File: config.mk
export PLATFORM = sky130hd
export DESIGN_NAME = if_fetch_queue
export DESIGN_NICKNAME = d
export VERILOG_FILES = /design/src/rtl/if_fetch_queue.sv
export SDC_FILE = /design/constraint.sdc
export NUM_CORES = 1
export LEC_CHECK = 0
export BUFFER_PORTS_ARGS = -buffer_cell sky130_fd_sc_hd__buf_2
export CAP_MARGIN = 10
export CORE_AREA = 2 2 159 161
export DETAILED_ROUTE_END_ITERATION = 8
export DIE_AREA = 0 0 161 163
export GPL_TIMING_DRIVEN = 0
export PLACE_DENSITY = 0.85
export SLEW_MARGIN = 5
export SYNTH_ARGS = -nofsm -noshare
export SYNTH_HDL_FRONTEND = slang
export SYNTH_SLANG_ARGS = --single-unit
File: constraint.sdc
create_clock -name clk -period 4.35 [get_ports clk]
set_input_delay 0.6525 -clock clk [delete_from_list [all_inputs] [get_ports clk]]
set_output_delay 0.6525 -clock clk [all_outputs]
set_load 0.01 [all_outputs]
File: src/rtl/if_fetch_queue.sv
`default_nettype none
// ============================================================================
//  Module      : if_fetch_queue
//  Description : Instruction-fetch front end. Owns the fetch PC, keeps at
//                most one word request in flight to instruction memory, and
//                buffers each returned instruction with its PC+4 in a small
//                FIFO. Decode drains the FIFO under a valid/ready handshake.
//                A redirect from branch resolution flushes the FIFO and
//                restarts fetch at the new PC. If a request is still in
//                flight when the redirect arrives, its late response is
//                dropped.
//  Revision    : 1.0 - initial release
// ----------------------------------------------------------------------------
//  Parameters
//    DEPTH      FIFO entries (power of two, >= 2)
//    RESET_PC   fetch PC loaded at reset
//  Optional build macro
//    FETCH_BYPASS_EN  When defined, a response that arrives while the FIFO
//                     is empty and decode is ready goes straight to the
//                     id_* outputs in the same cycle and is not pushed.
//  Ports
//    clk                 rising-edge clock
//    reset               synchronous active-low reset (0 = in reset)
//    imem_req_valid/addr/ready   fetch request channel (addr = PC)
//    imem_rsp_valid/data         fetch response, one pulse per request
//    redirect_valid/pc           one-cycle redirect to a new fetch PC
//    id_valid/pc4/instr/ready    FIFO head towards decode
//    pc_out              current fetch PC
//    queue_count         occupied FIFO entries
// ============================================================================
module if_fetch_queue #(
    parameter int          DEPTH    = 4,
    parameter logic [31:0] RESET_PC = 32'h0000_0000
) (
    input  logic                     clk,
    input  logic                     reset,
    output logic                     imem_req_valid,
    output logic [31:0]              imem_req_addr,
    input  logic                     imem_req_ready,
    input  logic                     imem_rsp_valid,
    input  logic [31:0]              imem_rsp_data,
    input  logic                     redirect_valid,
    input  logic [31:0]              redirect_pc,
    output logic                     id_valid,
    output logic [31:0]              id_pc4,
    output logic [31:0]              id_instr,
    input  logic                     id_ready,
    output logic [31:0]              pc_out,
    output logic [$clog2(DEPTH):0]   queue_count
);

    localparam int c_PTR_W = $clog2(DEPTH);
    localparam int c_CNT_W = c_PTR_W + 1;
    localparam logic [c_CNT_W-1:0] c_DEPTH_CNT = c_CNT_W'(DEPTH);

    localparam logic [0:0] c_ST_REQ  = 1'b0;
    localparam logic [0:0] c_ST_WAIT = 1'b1;

    // ------------------------------------------------------------------
    // State
    // ------------------------------------------------------------------
    logic [0:0]          r_state_q,  w_state_d;
    logic [31:0]         r_pc_q,     w_pc_d;
    logic [31:0]         r_req_pc_q, w_req_pc_d;
    logic                r_drop_q,   w_drop_d;
    logic [c_CNT_W-1:0]  r_count_q,  w_count_d;
    logic [c_PTR_W-1:0]  r_rd_ptr_q, w_rd_ptr_d;
    logic [c_PTR_W-1:0]  r_wr_ptr_q, w_wr_ptr_d;

    logic [31:0]         r_fifo_pc4_q   [DEPTH];
    logic [31:0]         r_fifo_instr_q [DEPTH];

    // ------------------------------------------------------------------
    // Event decode
    // ------------------------------------------------------------------
    logic w_not_empty;
    logic w_req_valid;
    logic w_req_fire;
    logic w_rsp_keep;
    logic w_bypass;
    logic w_push;
    logic w_pop;

    assign w_not_empty = (r_count_q != '0);

    // A request is only issued when a slot is free, so the matching
    // response always has room even though decode may be stalled.
    // The reset term keeps the request quiet while reset is held.
    assign w_req_valid = reset && (r_state_q == c_ST_REQ) &&
                         (r_count_q < c_DEPTH_CNT) && !redirect_valid;
    assign w_req_fire  = w_req_valid && imem_req_ready;

    // Response worth keeping: expected, not stale, not flushed this cycle.
    assign w_rsp_keep  = (r_state_q == c_ST_WAIT) && imem_rsp_valid &&
                         !r_drop_q && !redirect_valid;

`ifdef FETCH_BYPASS_EN
    assign w_bypass = !w_not_empty && w_rsp_keep && id_ready;
`else
    assign w_bypass = 1'b0;
`endif

    assign w_push = w_rsp_keep && !w_bypass;
    assign w_pop  = w_not_empty && id_ready && !redirect_valid;

    // ------------------------------------------------------------------
    // Outputs
    // ------------------------------------------------------------------
    assign imem_req_valid = w_req_valid;
    assign imem_req_addr  = r_pc_q;
    assign pc_out         = r_pc_q;
    assign queue_count    = r_count_q;

    always_comb begin
        id_valid = w_not_empty;
        id_pc4   = 32'h0;
        id_instr = 32'h0;
        if (w_not_empty) begin
            id_pc4   = r_fifo_pc4_q[r_rd_ptr_q];
            id_instr = r_fifo_instr_q[r_rd_ptr_q];
        end
`ifdef FETCH_BYPASS_EN
        else if (w_bypass) begin
            id_valid = 1'b1;
            id_pc4   = r_req_pc_q + 32'd4;
            id_instr = imem_rsp_data;
        end
`endif
    end

    // ------------------------------------------------------------------
    // Next-state
    // ------------------------------------------------------------------
    always_comb begin
        w_state_d  = r_state_q;
        w_pc_d     = r_pc_q;
        w_req_pc_d = r_req_pc_q;
        w_drop_d   = r_drop_q;
        w_count_d  = r_count_q;
        w_rd_ptr_d = r_rd_ptr_q;
        w_wr_ptr_d = r_wr_ptr_q;

        // FIFO bookkeeping; push and pop are already masked by redirect.
        case ({w_push, w_pop})
            2'b10:   w_count_d = r_count_q + c_CNT_W'(1);
            2'b01:   w_count_d = r_count_q - c_CNT_W'(1);
            default: w_count_d = r_count_q;
        endcase
        if (w_push) begin
            w_wr_ptr_d = r_wr_ptr_q + c_PTR_W'(1);
        end
        if (w_pop) begin
            w_rd_ptr_d = r_rd_ptr_q + c_PTR_W'(1);
        end

        if (redirect_valid) begin
            w_pc_d     = redirect_pc;
            w_count_d  = '0;
            w_rd_ptr_d = '0;
            w_wr_ptr_d = '0;
            if (r_state_q == c_ST_WAIT) begin
                if (imem_rsp_valid) begin
                    // The outstanding response is consumed and discarded now.
                    w_state_d = c_ST_REQ;
                    w_drop_d  = 1'b0;
                end else begin
                    // Response still to come; it belongs to the old path.
                    w_drop_d  = 1'b1;
                end
            end
        end else begin
            case (r_state_q)
                c_ST_REQ: begin
                    if (w_req_fire) begin
                        w_req_pc_d = r_pc_q;
                        w_pc_d     = r_pc_q + 32'd4;
                        w_state_d  = c_ST_WAIT;
                    end
                end
                default: begin
                    if (imem_rsp_valid) begin
                        w_drop_d  = 1'b0;
                        w_state_d = c_ST_REQ;
                    end
                end
            endcase
        end
    end

    // ------------------------------------------------------------------
    // Registers
    // ------------------------------------------------------------------
    always_ff @(posedge clk) begin
        if (!reset) begin
            r_state_q  <= c_ST_REQ;
            r_pc_q     <= RESET_PC;
            r_req_pc_q <= RESET_PC;
            r_drop_q   <= 1'b0;
            r_count_q  <= '0;
            r_rd_ptr_q <= '0;
            r_wr_ptr_q <= '0;
        end else begin
            r_state_q  <= w_state_d;
            r_pc_q     <= w_pc_d;
            r_req_pc_q <= w_req_pc_d;
            r_drop_q   <= w_drop_d;
            r_count_q  <= w_count_d;
            r_rd_ptr_q <= w_rd_ptr_d;
            r_wr_ptr_q <= w_wr_ptr_d;
        end
    end

    // Storage needs no reset: outputs are masked while the FIFO is empty.
    always_ff @(posedge clk) begin
        if (reset && w_push) begin
            r_fifo_pc4_q[r_wr_ptr_q]   <= r_req_pc_q + 32'd4;
            r_fifo_instr_q[r_wr_ptr_q] <= imem_rsp_data;
        end
    end

endmodule
`default_nettype wire

After elaboration in Yosys (flattened, before gate mapping)
Memory sizes are Yosys's and may differ from the RTL's. A register that Yosys moved wholly into a read port is not among the register bits.
Cells that the tools add are included.
Widths: inputs -> output; s select.
- reduce and logical (&&, ||, !) cells: 20
- magnitude comparators: 1
- muxes and demuxes: 21
- bitwise operators: 3
- add/subtract/negate cells: 6
- equality and inequality tests: 3
- operators with widths (operator ; count):
    $mux 32 ; 5
    $add 32x3->32 const B ; 2
    $mux 1 ; 11
    $logic_and 1x1->1 ; 10
    $mux 2 ; 4
    $pmux 3 s2 ; 1
    $reduce_bool 2->1 ; 3
    $add 2x1->2 const B ; 2
    $reduce_and 2->1 ; 2
    $add 3x1->3 const B ; 1
    $lt 3x3->1 const B ; 1
    $not 1->1 ; 3
    $reduce_and 3->1 ; 1
    $reduce_bool 3->1 ; 1
    $sub 3x1->3 const B ; 1
    $eq 2x1->1 const B ; 1
    $eq 2x2->1 const B ; 1
    $logic_not 1->1 ; 2
    $ne 2x2->1 const B ; 1
    $reduce_or 2->1 ; 1
- register bits after elaboration: 73
- bits in writable memories: 256
- input bits: 70
- memories: 2
- word-level logic and storage cells: 63
- memories (name ; words ; width ; read ports ; clocked after memory_dff ; write ports ; RTL line ; source):
    r_fifo_instr_q ; 4 ; 32 ; 1 ; 1 ; 1 ; 71 ; logic [31:0] r_fifo_instr_q [DEPTH];
    r_fifo_pc4_q ; 4 ; 32 ; 1 ; 1 ; 1 ; 70 ; logic [31:0] r_fifo_pc4_q [DEPTH];

Depth between registers and ports, before layout
Gate-level depths: netlist (run 1).
- depth in word-level cells: 8
- mapped depth: 10
- gate-level depth less buffers: 9

Worst setup path after synthesis (run 1)
No wires, ideal clock.
- path type: in2reg
- from: input port redirect_valid
- to: memory r_fifo_instr_q[1][0], enable pin
- setup slack: 0.969 ns
- setup time: 0.429 ns
- path buffers: 1
- data required time: 3.921 ns
- cell stages on the path: 3
- data arrival time: 2.952 ns
- cells stage by stage: clkbuf_1 nor3_1 and3_1
- word-level cells in the longest chain between the ends: 5
- RTL lines (element ; RTL line ; source):
    from (decl) ; 42 ; input logic redirect_valid,
    $logic_not 1->1 ; 95 ; !r_drop_q && !redirect_valid;
    $logic_and 1x1->1 ; 95 ;
    $logic_and 1x1->1 ; 215 ; if (reset && w_push) begin
    $mux 1 ; 215 ;
    $mux 1 (implied by the code) ; 217 ; r_fifo_instr_q[r_wr_ptr_q] <= imem_rsp_data;
    to (decl) ; 71 ;
Every way passes these cells.

Final worst setup path (run 1)
- from: register r_count_q[2] (netlist: queue_count[2])
- to: output port id_instr[6]
- word-level cells in the longest chain between the ends: 2
- RTL lines (element ; RTL line ; source):
    from (decl) ; 66 ; logic [c_CNT_W-1:0] r_count_q, w_count_d;
    from (signal assigned) ; 207 ; r_count_q <= w_count_d;
    $reduce_bool 3->1 ; 84 ; assign w_not_empty = (r_count_q != '0);
    $mux 32 ; 118 ; if (w_not_empty) begin
    to (decl) ; 46 ; output logic [31:0] id_instr,
Every way passes these cells.

==> results.py, run 1 <==
metrics = {
    "run_status": {
        "run_status": "finished clean",
    },
    "route": {
        "antenna_left": 0,
        "wl_um": 30500,
        "topRoutingLayerUsed": "met4",
        "drt_iter0_markers": 672,
        "routedLengthMet1_um": 12700,
        "wl_met3_um": 2100,
        "wl_met2_um": 15300,
        "detailed_route_vias_per_instance": 5.61,
        "routedWlPerCell_um": 19.8,
        "dr_total_vias": 8648,
        "drc_errors": 0,
        "drt-pass1-iter-count": 5,
    },
    "min_path": {
        "hold_path_depth": 1,
        "min_path_type": "in2reg",
        "holdPathEnd": "r_fifo_instr_q[3][9]$_DFFE_PP_",
        "hold_start": "imem_rsp_data[9]",
    },
    "clocking": {
        "clock_buffer_depth": 3,
        "clock-root-buffer": "clkbuf_16",
        "clk_pin_slew_ns": 0.06,
        "clock_latency_ns": 0.50,
        "htreeDepth": 2,
        "cts_made_buffers": 34,
        "cts_sinks": 331,
        "cts_setup_buffers": 0,
        "holdBufCountCts": 0,
        "tritoncts": "built",
        "cts_repair_resize_count": 0,
    },
    "synth": {
        "compound_gate_fraction_of_synth_area_pct": 3.85,
        "post-synth-top-area-fraction_pct": 55.5,
        "synthSimpleGateAreaFrac_pct": 11.3,
        "synth_top_family_by_area": "simple AND/OR/NAND/NOR gates",
        "synth.avg_cell_area_um2": 14.7,
        "synthesis_warning_total": 0,
        "yosys.area_share.adder_pct": 0.777,
        "synthesis.nets": 1022,
        "top_cell_type_by_total_area_after_synthesis": "edfxtp_1",
        "post_synth_xor_area_fraction_pct": 3.22,
        "ys.flop_type": "edfxtp_1",
        "synth_cell_type_count": 52,
        "asyncSetResetFlopFracSynth_pct": 0,
        "share_of_synthesized_area_occupied_by_flip_flops_and_latches_pct": 66.3,
        "multiplexer_share_of_the_synthesized_area_pct": 10.8,
        "post_synth_main_area_contributors": "edfxtp_1 55%, dfxtp_1 11%, mux4_2 10%",
        "syn-instance-count": 944,
        "post_synthesis_cell_area_um2": 13900,
        "yosys_register_bits": 331,
        "synth-edff-count": 256,
    },
    "setup_path": {
        "timing.rr.end": "queue_count[2]$_SDFFE_PP0P_",
        "cpMostUsedCell": "clkbuf_1",
        "worstSetupEndpointType": "primary output",
        "critPathRequiredTime_ns": 3.70,
        "worstPathCellList": "or3_1 > clkbuf_1 > clkbuf_1 > and2_1 > buf_2",
        "critical_path.slowest_cell": "dfxtp_1",
        "ff2ff_path_depth": 10,
        "longest_individual_stage_delay_on_the_worst_path_ns": 0.54,
        "timing.critical_path.fanout_max": 10,
        "r2r_setup_slack_ns": 1.26,
        "critPathKind": "reg2out",
        "timing.critical_path.from_type": "flop",
        "arrival_ns": 2.57,
        "reg2reg_from": "queue_count[2]$_SDFFE_PP0P_",
    },
    "cells_and_area": {
        "layout-drive-gt1-share_pct": 31.8,
        "final_cell_area_excluding_filler_cells_um2": 16600,
        "num_antenna_cells": 0,
        "number_of_standard_cells_in_the_layout_taps_in_and_fillers_out": 1542,
        "syn2layout_area_growth_pct": 19.7,
        "layout.nets": 1264,
        "num-fill-cells": 1728,
    },
    "global_routing": {
        "initial_antenna_violation_count": 0,
        "track_usage_pct": 23.4,
        "grt_first_pass_wirelength_um": 46800,
        "gr-total-overflow": 0,
        "vias_in_the_first_global_route": 8430,
        "pin_count_of_the_biggest_net_entering_global_routing": 57,
    },
    "place": {
        "global_placer_s_final_weighted_congestion": 0.868,
        "number_of_cells_after_detailed_placement": 1480,
        "placed_area_um2": 15400,
        "detailedPlacementHpwl_um": 20100,
        "numPortBuffers": 202,
    },
    "sta": {
        "rsz_0062_raised_after_global_routing": "false",
        "finalCriticalPeriod_ns": 3.22,
        "clock_skew_ns": 0.0133,
        "post-route-period-util_pct": 74.1,
        "slew_violations": 0,
        "maxSlewHeadroom_pct": 24.2,
        "timing_hold_violations_final": 0,
        "worst_pin_slew_ns": 1.13,
        "max_clock_freq_mhz": 310,
        "finalSetupViolCount": 0,
        "setup_total_negative_slack_ns": 0,
    },
    "floorplanning": {
        "io_pins": 203,
        "fp.dieArea_um2": 26200,
        "die-width_um": 161,
        "fp-row-count": 58,
        "die_h_um": 163,
        "placeableCoreArea_um2": 24700,
        "floorplan.initialDensity_pct": 56.2,
    },
    "job": {
        "maxCapViolations": 0,
    },
    "pwr": {
        "power_density_nw_per_um2": 408,
        "peak_supply_drop_mv": 0.241,
        "static-leakage-power_nw": 6.16,
        "final_power_mw": 6.77,
    },
}
## layout by cell type, fill, tap and decap left out, types with 4 or more instances in the layout
| cell | count |
|---|---|
| nand4_1 | 15 |
| a211oi_1 | 4 |
| o22ai_1 | 5 |
| inv_1 | 15 |
| a21oi_1 | 56 |
| a31oi_1 | 8 |
| clkbuf_16 | 37 |
| ha_1 | 7 |
| and3_4 | 4 |
| dfxtp_1 | 75 |
| nand2_1 | 102 |
| nor3_1 | 12 |
| and3_1 | 4 |
| edfxtp_1 | 256 |
| buf_2 | 213 |
| mux4_2 | 64 |
| clkinv_2 | 5 |
| xnor2_1 | 31 |
| o21ai_0 | 10 |
| nor2_1 | 30 |
| xor2_1 | 20 |
| and2_1 | 76 |
| and4_1 | 5 |
| clkbuf_1 | 39 |
| nand3_1 | 18 |
| nor4_1 | 8 |
| bufinv_16 | 5 |
| buf_4 | 33 |
## per-stage QoR
step                hold slack [ns]  utilization, %  setup WS (ns)
floorplan                     0.448               -          0.969
global placement              0.463            61.9         -0.642
detailed placement            0.476            62.4           1.07
CTS                           0.356            67.3           1.08
global route                  0.357            67.3          0.940
finish                        0.373            67.3           1.13
## Yosys cell counts, drive strengths merged, types with 6 or more instances
cell type and count:
a21oi 56, a31oi 8, and2 77, and3 8, and4 6, buf 47
clkbuf 34, dfxtp 75, edfxtp 256, ha 7, inv 16, mux4 64
nand2 102, nand3 18, nand4 19, nor2 30, nor3 12, nor4 8
o21ai 11, xnor2 31, xor2 20
## area by class of cell
type | count | area [um2] | area share [%]
plain buffers | 81 | 458 | 2.76
clock buffers | 46 | 990 | 5.96
clock inverters | 16 | 208 | 1.25
inverters | 16 | 60.1 | 0.362
multi-input cells | 516 | 4170 | 25.1
flip-flops and latches | 331 | 9190 | 55.4
well taps | 330 | 413 | 2.49
repair buffers | 206 | 1110 | 6.67
## layer usage
layer,global-route usage (%),vias to the layer above
met5,0,-
met4,5.15,0
met3,3.85,34
met2,40.1,397
met1,31.9,4228
li1,-,3989
## cells by family (layout without fill, tap and decap cells)
| group | count (synthesis) | count (layout) |
|---|---|---|
| XOR/XNOR | 51 | 51 |
| adder cells (fa/ha/maj) | 8 | 8 |
| flip-flops | 331 | 331 |
| buffers and inverters | 97 | 365 |
| AO/OA/AOI/OAI | 94 | 94 |
| multiplexers | 69 | 69 |
| AND/OR/NAND/NOR | 294 | 294 |
## power breakdown
part           internal, mW  switching (mW)
Clock                  1.90            1.15
Sequential             3.41          0.0520
Combinational         0.113           0.139
## critical path: cells and delay by family, from the launching register on
| family | cells | cell delay (ns) |
|---|---|---|
| flip-flops | 1 | 0.54 |
| AND/OR/NAND/NOR | 2 | 0.48 |
| buffers and inverters | 3 | 1.05 |
## sequential cells by signal, summed over array words and instances (netlist names), named ones only
name            cells
r_fifo_pc4_q      128
r_state_q           1
imem_req_addr      32
r_req_pc_q         32
queue_count         3
r_wr_ptr_q          2
r_drop_q            1
r_rd_ptr_q          2
r_fifo_instr_q    128
## worst max path at each step
stage	start	to	slack [ns]
floorplan	redirect_valid	r_fifo_instr_q[1][0]$_DFFE_PP_	0.97
CTS	flop	id_pc4[13]	1.08
finish	queue_count[2]$_SDFFE_PP0P_	id_instr[6]	1.13
global placement	redirect_valid	r_fifo_instr_q[0][8]$_DFFE_PP_	-0.64
detailed placement	redirect_valid	r_fifo_instr_q[3][10]$_DFFE_PP_	1.07
global route	queue_count[2]$_SDFFE_PP0P_	id_instr[6]	0.94
No activity file was read; power rests on OpenSTA's default activity.
==> run 2, diff against run 1 <==
- clock period: 4.35 -> 3.2 ns (I/O delays scaled with it)
==> run 2 against run 1 <==
  * Clock skew increased by 0.0047 ns
  * Power is 30% higher
  * Worst hold slack lost 0.18 ns
  * Wire length fell by 2.6%
  * Flip-flop and latch count is the same
  * Largest power group unchanged
  * Cell count barely moved
  * Setup slack worse by 0.97 ns
  * Global-route usage shrank 0.44 points
  * First-iteration DRC count down 15%
  * Clock power rose by 22%
  * Non-clock buffer count decreased by 1
  * Combinational power rose by 36%
==> results.py, run 2 (synthesis gave the netlist of run 1 again) <==
metrics = {
    "pwr": {
        "internal_power_mw": 6.96,
        "peak_supply_drop_mv": 0.340,
        "power_switching_share_pct": 20.7,
        "static-leakage-power_nw": 6.09,
        "power_density_nw_per_um2": 534,
        "portion_of_total_power_attributed_to_the_clock_network_pct": 42.4,
        "share_comb_of_total_power_pct": 3.9,
        "power.switching_mw": 1.82,
        "sequential_fraction_of_design_power_pct": 53.7,
    },
    "sta": {
        "clock_skew_ns": 0.0180,
        "finalCriticalPeriod_ns": 3.04,
        "timing_hold_violations_final": 0,
        "maxSlewHeadroom_pct": 24.0,
        "worst_pin_slew_ns": 1.14,
        "post-route-period-util_pct": 95.1,
        "max_clock_freq_mhz": 329,
        "finalSetupViolCount": 0,
        "slew_violations": 0,
        "rsz_0062_raised_after_global_routing": "true",
    },
    "run_status": {
        "run_status": "finished clean",
    },
    "setup_path": {
        "timing.critical_path.from_type": "flop",
        "worstSetupEndpointType": "primary output",
        "critPathRequiredTime_ns": 2.72,
        "timing.critical_path.fanout_max": 10,
        "arrival_ns": 2.56,
        "critPathKind": "reg2out",
    },
    "cells_and_area": {
        "multiInputGateArea_um2": 4170,
        "layout.cells.most_common_list": "256 x edfxtp_1, 213 x buf_2, 102 x nand2_1, 76 x and2_1, 75 x dfxtp_1",
        "number_of_standard_cells_in_the_layout_taps_in_and_fillers_out": 1541,
        "mostFrequentLayoutCell": "edfxtp_1",
        "top_flop_regs": "r_fifo_instr_q x128, r_fifo_pc4_q x128",
        "final_cell_area_excluding_filler_cells_um2": 16500,
        "num_antenna_cells": 0,
        "syn2layout_area_growth_pct": 18.7,
        "layout.area.seq_um2": 9190,
        "layout.nets": 1264,
        "layout-drive-gt1-share_pct": 31.5,
        "num-fill-cells": 1798,
        "final_util_pct": 66.7,
    },
    "clocking": {
        "clock_latency_ns": 0.51,
        "cts_setup_buffers": 0,
        "cts_made_buffers": 35,
        "htreeDepth": 2,
        "tritoncts": "built",
        "cts_sinks": 331,
        "clock_buffer_depth": 3,
        "clock-root-buffer": "clkbuf_16",
        "clk_pin_slew_ns": 0.06,
    },
    "route": {
        "dr_total_vias": 8594,
        "antenna_left": 0,
        "drt-pass1-iter-count": 8,
        "routedWlPerCell_um": 19.3,
        "drt_iter0_markers": 570,
        "wl_um": 29700,
        "drc_errors": 0,
        "detailed_route_vias_per_instance": 5.58,
    },
    "floorplanning": {
        "die_h_um": 163,
        "placeableCoreArea_um2": 24700,
        "die-width_um": 161,
        "floorplan.initialDensity_pct": 56.2,
        "fp.dieArea_um2": 26200,
        "io_pins": 203,
        "fp-row-count": 58,
    },
    "global_routing": {
        "vias_in_the_first_global_route": 8701,
        "initial_antenna_violation_count": 0,
        "pin_count_of_the_biggest_net_entering_global_routing": 57,
        "track_usage_pct": 22.9,
        "grt_first_pass_wirelength_um": 46600,
        "gr-total-overflow": 0,
    },
    "min_path": {
        "min_path_type": "in2reg",
    },
    "place": {
        "number_of_cells_after_detailed_placement": 1480,
        "global_placer_s_final_weighted_congestion": 0.866,
        "placed_area_um2": 15400,
        "numPortBuffers": 202,
        "detailedPlacementHpwl_um": 20200,
    },
    "job": {
        "maxCapViolations": 0,
    },
}
## run 2: stage by stage
step	setup WS [ns]	hold slack, ns	setup TNS (ns)	total power, mW
after floorplan	0.693	0.448	0	4.96
after CTS	0.0511	0.165	0	8.85
after detailed placement	0.0875	0.471	0	5.14
final	0.157	0.189	0	8.78
after global placement	-0.364	0.461	-90.70	5.13
after global routing	-0.00638	0.171	-0.0162	9.03
## run 2: what timing repair did
item / 4_1_cts / 5_1_grt
hold buffers: 0 / 0
setup endpoints to repair: 0 / 27
gates resized for setup: 0 / 3
## run 2: final cells by class
cell class | instances | share of cell area, %
flip-flops and latches | 331 | 55.8
multi-input cells | 516 | 25.3
repair buffers | 206 | 6.72
clock buffers | 45 | 5.73
plain buffers | 80 | 2.77
well taps | 330 | 2.51
clock inverters | 17 | 0.715
inverters | 16 | 0.365
## run 2: worst paths after layout
path | from | end | slack (ns) | depth (start not counted)
max | flop | id_instr[26] | 0.16 | 5
min | imem_rsp_data[7] | r_fifo_instr_q[2][7]$_DFFE_PP_ | 0.19 | 1
max reg2reg | queue_count[2]$_SDFFE_PP0P_ | queue_count[2]$_SDFFE_PP0P_ | 0.30 | 9
min reg2reg | r_req_pc_q[31]$_SDFFE_PN0P_ | r_req_pc_q[31]$_SDFFE_PN0P_ | 0.48 | 2
## run 2: worst max-delay path, stage by stage, from the launching register on
cell	delay (ns)
dfxtp_1	0.30
clkbuf_1	0.46
clkbuf_1	0.58
mux4_2	0.42
and2_1	0.17
buf_2	0.13
## run 2: power by group through the flow
stage	Clock, mW	Combinational (mW)	Sequential (mW)
2_1_floorplan	0	0.173	4.79
3_3_place_gp	0	0.332	4.80
3_5_place_dp	0	0.340	4.80
4_1_cts	3.79	0.343	4.71
5_1_grt	3.94	0.373	4.72
6_report	3.73	0.342	4.71
## run 2: routing by layer
layer	routed length, um	GRT usage, %	vias up
met4	612	7.10	0
met3	2120	3.62	51
li1	-	-	3996
met5	0	0	-
met1	12200	30.1	4170
met2	14800	39.8	377
==> run 3, diff against run 2 <==
- BUFFER_PORTS_ARGS: -buffer_cell sky130_fd_sc_hd__buf_2 -> not set
- CAP_MARGIN: 10 -> not set
- CORE_AREA: 2 2 159 161 -> 2 2 152 154
- DIE_AREA: 0 0 161 163 -> 0 0 154 156
- DONT_BUFFER_PORTS: not set -> 1
- PLACE_DENSITY: 0.85 -> 0.84
==> run 3 against run 2 <==
  * Critical path depth fell by 1
  * Power rose by 4.8%
  * First-iteration DRC count fell by 18%
  * Via count fell by 9.5%
  * Worst hold slack got worse by 0.12 ns
  * Cell count fell by 16%
  * Sequential share of layout area rose by 3.3 points
  * Die area fell by 8.5%
==> results.py, run 3 (synthesis gave the netlist of run 1 again) <==
metrics = {
    "cells_and_area": {
        "final_util_pct": 69.5,
        "mostFrequentLayoutCell": "edfxtp_1",
        "multiInputGateArea_um2": 4170,
        "layout.cells.most_common_list": "256 x edfxtp_1, 102 x nand2_1, 76 x and2_1, 75 x dfxtp_1, 64 x mux4_2",
        "num-fill-cells": 1468,
        "layout.nets": 1061,
        "top_flop_regs": "r_fifo_instr_q x128, r_fifo_pc4_q x128",
        "num_antenna_cells": 0,
        "final_cell_area_excluding_filler_cells_um2": 15500,
        "layout-drive-gt1-share_pct": 18.2,
        "layout.area.seq_um2": 9190,
        "syn2layout_area_growth_pct": 12.2,
    },
    "route": {
        "drt-pass1-iter-count": 4,
        "wl_met3_um": 2340,
        "topRoutingLayerUsed": "met4",
        "routedWlPerCell_um": 21.9,
        "drt_iter0_markers": 469,
        "antenna_left": 0,
        "dr_total_vias": 7780,
        "wl_um": 28300,
        "drc_errors": 0,
        "detailed_route_vias_per_instance": 6.01,
        "wl_met2_um": 13900,
        "routedLengthMet1_um": 11400,
    },
    "place": {
        "detailedPlacementHpwl_um": 19000,
        "global_placer_s_final_weighted_congestion": 0.934,
        "numPortBuffers": 0,
        "placed_area_um2": 14300,
        "pre_cts_slack_ns": 0.0448,
    },
    "clocking": {
        "cts_sinks": 331,
        "clock_buffer_depth": 3,
        "clock_latency_ns": 0.50,
        "htreeDepth": 2,
        "cts_setup_buffers": 0,
        "clk_pin_slew_ns": 0.06,
        "cts_made_buffers": 34,
        "clock-root-buffer": "clkbuf_16",
        "tritoncts": "built",
        "cts_repair_resize_count": 0,
        "holdBufCountCts": 0,
    },
    "setup_path": {
        "ff2ff_path_depth": 9,
        "critPathKind": "reg2out",
        "timing.rr.end": "queue_count[2]$_SDFFE_PP0P_",
        "timing.critical_path.from_type": "flop",
        "arrival_ns": 2.53,
        "critPathRequiredTime_ns": 2.72,
        "worstSetupEndpointType": "primary output",
        "reg2reg_from": "queue_count[2]$_SDFFE_PP0P_",
        "r2r_setup_slack_ns": 0.27,
        "timing.critical_path.fanout_max": 10,
    },
    "run_status": {
        "run_status": "finished clean",
    },
    "sta": {
        "max_clock_freq_mhz": 332,
        "worst_pin_slew_ns": 1.18,
        "maxSlewHeadroom_pct": 21.4,
        "post-route-period-util_pct": 94.2,
        "setup_total_negative_slack_ns": 0,
        "finalCriticalPeriod_ns": 3.01,
        "slew_violations": 0,
        "rsz_0062_raised_after_global_routing": "false",
        "fin_ws_ns": 0.185,
        "timing_hold_violations_final": 0,
        "clock_skew_ns": 0.0145,
        "finalSetupViolCount": 0,
        "timing.hold.ws_ns": 0.0667,
    },
    "floorplanning": {
        "fp.dieArea_um2": 24000,
        "floorplan.initialDensity_pct": 62.0,
        "die-width_um": 154,
        "io_pins": 203,
        "die_h_um": 156,
        "fp-row-count": 55,
        "placeableCoreArea_um2": 22400,
    },
    "job": {
        "maxCapViolations": 0,
    },
    "pwr": {
        "peak_supply_drop_mv": 0.410,
        "power_density_nw_per_um2": 592,
        "static-leakage-power_nw": 5.18,
    },
    "min_path": {
        "min_path_type": "in2reg",
        "holdPathEnd": "r_fifo_instr_q[0][1]$_DFFE_PP_",
        "hold_path_depth": 0,
        "hold_start": "imem_rsp_data[1]",
    },
    "global_routing": {
        "vias_in_the_first_global_route": 7825,
        "track_usage_pct": 23.7,
        "gr-total-overflow": 0,
        "grt_first_pass_wirelength_um": 43600,
        "initial_antenna_violation_count": 0,
        "pin_count_of_the_biggest_net_entering_global_routing": 56,
    },
}
run 3: cell count changes in the layout (fill, tap and decap cells not counted), moves of 2 or more:
cell        previous run  this run
buf_2                213        11
bufinv_16              1         7
clkinv_1               8         4
clkbuf_8               3         0
clkbuf_16             35        37
clkinvlp_2             0         2
inv_6                  3         1
run 3: how the worst max path moves through the flow:
stage,slack (ns),end,startpoint
2_1_floorplan,0.69,r_fifo_instr_q[1][0]$_DFFE_PP_,redirect_valid
3_3_place_gp,-0.25,r_fifo_instr_q[1][3]$_DFFE_PP_,redirect_valid
3_5_place_dp,0.04,queue_count[2]$_SDFFE_PP0P_,queue_count[2]$_SDFFE_PP0P_
4_1_cts,0.007,queue_count[2]$_SDFFE_PP0P_,queue_count[2]$_SDFFE_PP0P_
5_1_grt,0.04,queue_count[2]$_SDFFE_PP0P_,queue_count[2]$_SDFFE_PP0P_
6_report,0.19,id_pc4[26],flop
run 3: cell type report:
cell class / count / share of cell area (%)
Inverter: 16 / 0.386
Timing Repair Buffer: 4 / 0.612
Tap cell: 285 / 2.29
Sequential cell: 331 / 59.1
Clock inverter: 20 / 1.79
Buffer: 80 / 2.92
Clock buffer: 42 / 6.08
Multi-Input combinational cell: 516 / 26.8
run 3: where the power goes:
group / internal [mW] / switching, mW / total, mW / leakage (nW)
clock network: 2.67 / 1.58 / 4.25 / 0.588
logic: 0.0902 / 0.131 / 0.221 / 1.51
registers: 4.64 / 0.0870 / 4.73 / 3.09
total: 7.40 / 1.80 / 9.20 / 5.18
run 3: worst max-delay path, cell delays in order, from the launching register on:
cell	delay, ns
dfxtp_1	0.30
clkbuf_1	0.48
clkbuf_1	0.59
mux4_2	0.44
and2_1	0.22
run 3: per-stage QoR:
| step | instances | total power, mW |
|---|---|---|
| after detailed placement | 1233 | 5.04 |
| after global routing | 1294 | 9.47 |
| after floorplan | 944 | 4.96 |
| after global placement | 1229 | 5.03 |
| after CTS | 1295 | 9.26 |
| final | 1294 | 9.20 |
run 3: metal layers:
metal,vias up,track usage [%]
met4,0,8.14
met2,348,39.5
met5,-,0
met1,3795,31.0
li1,3586,-
met3,51,5.72
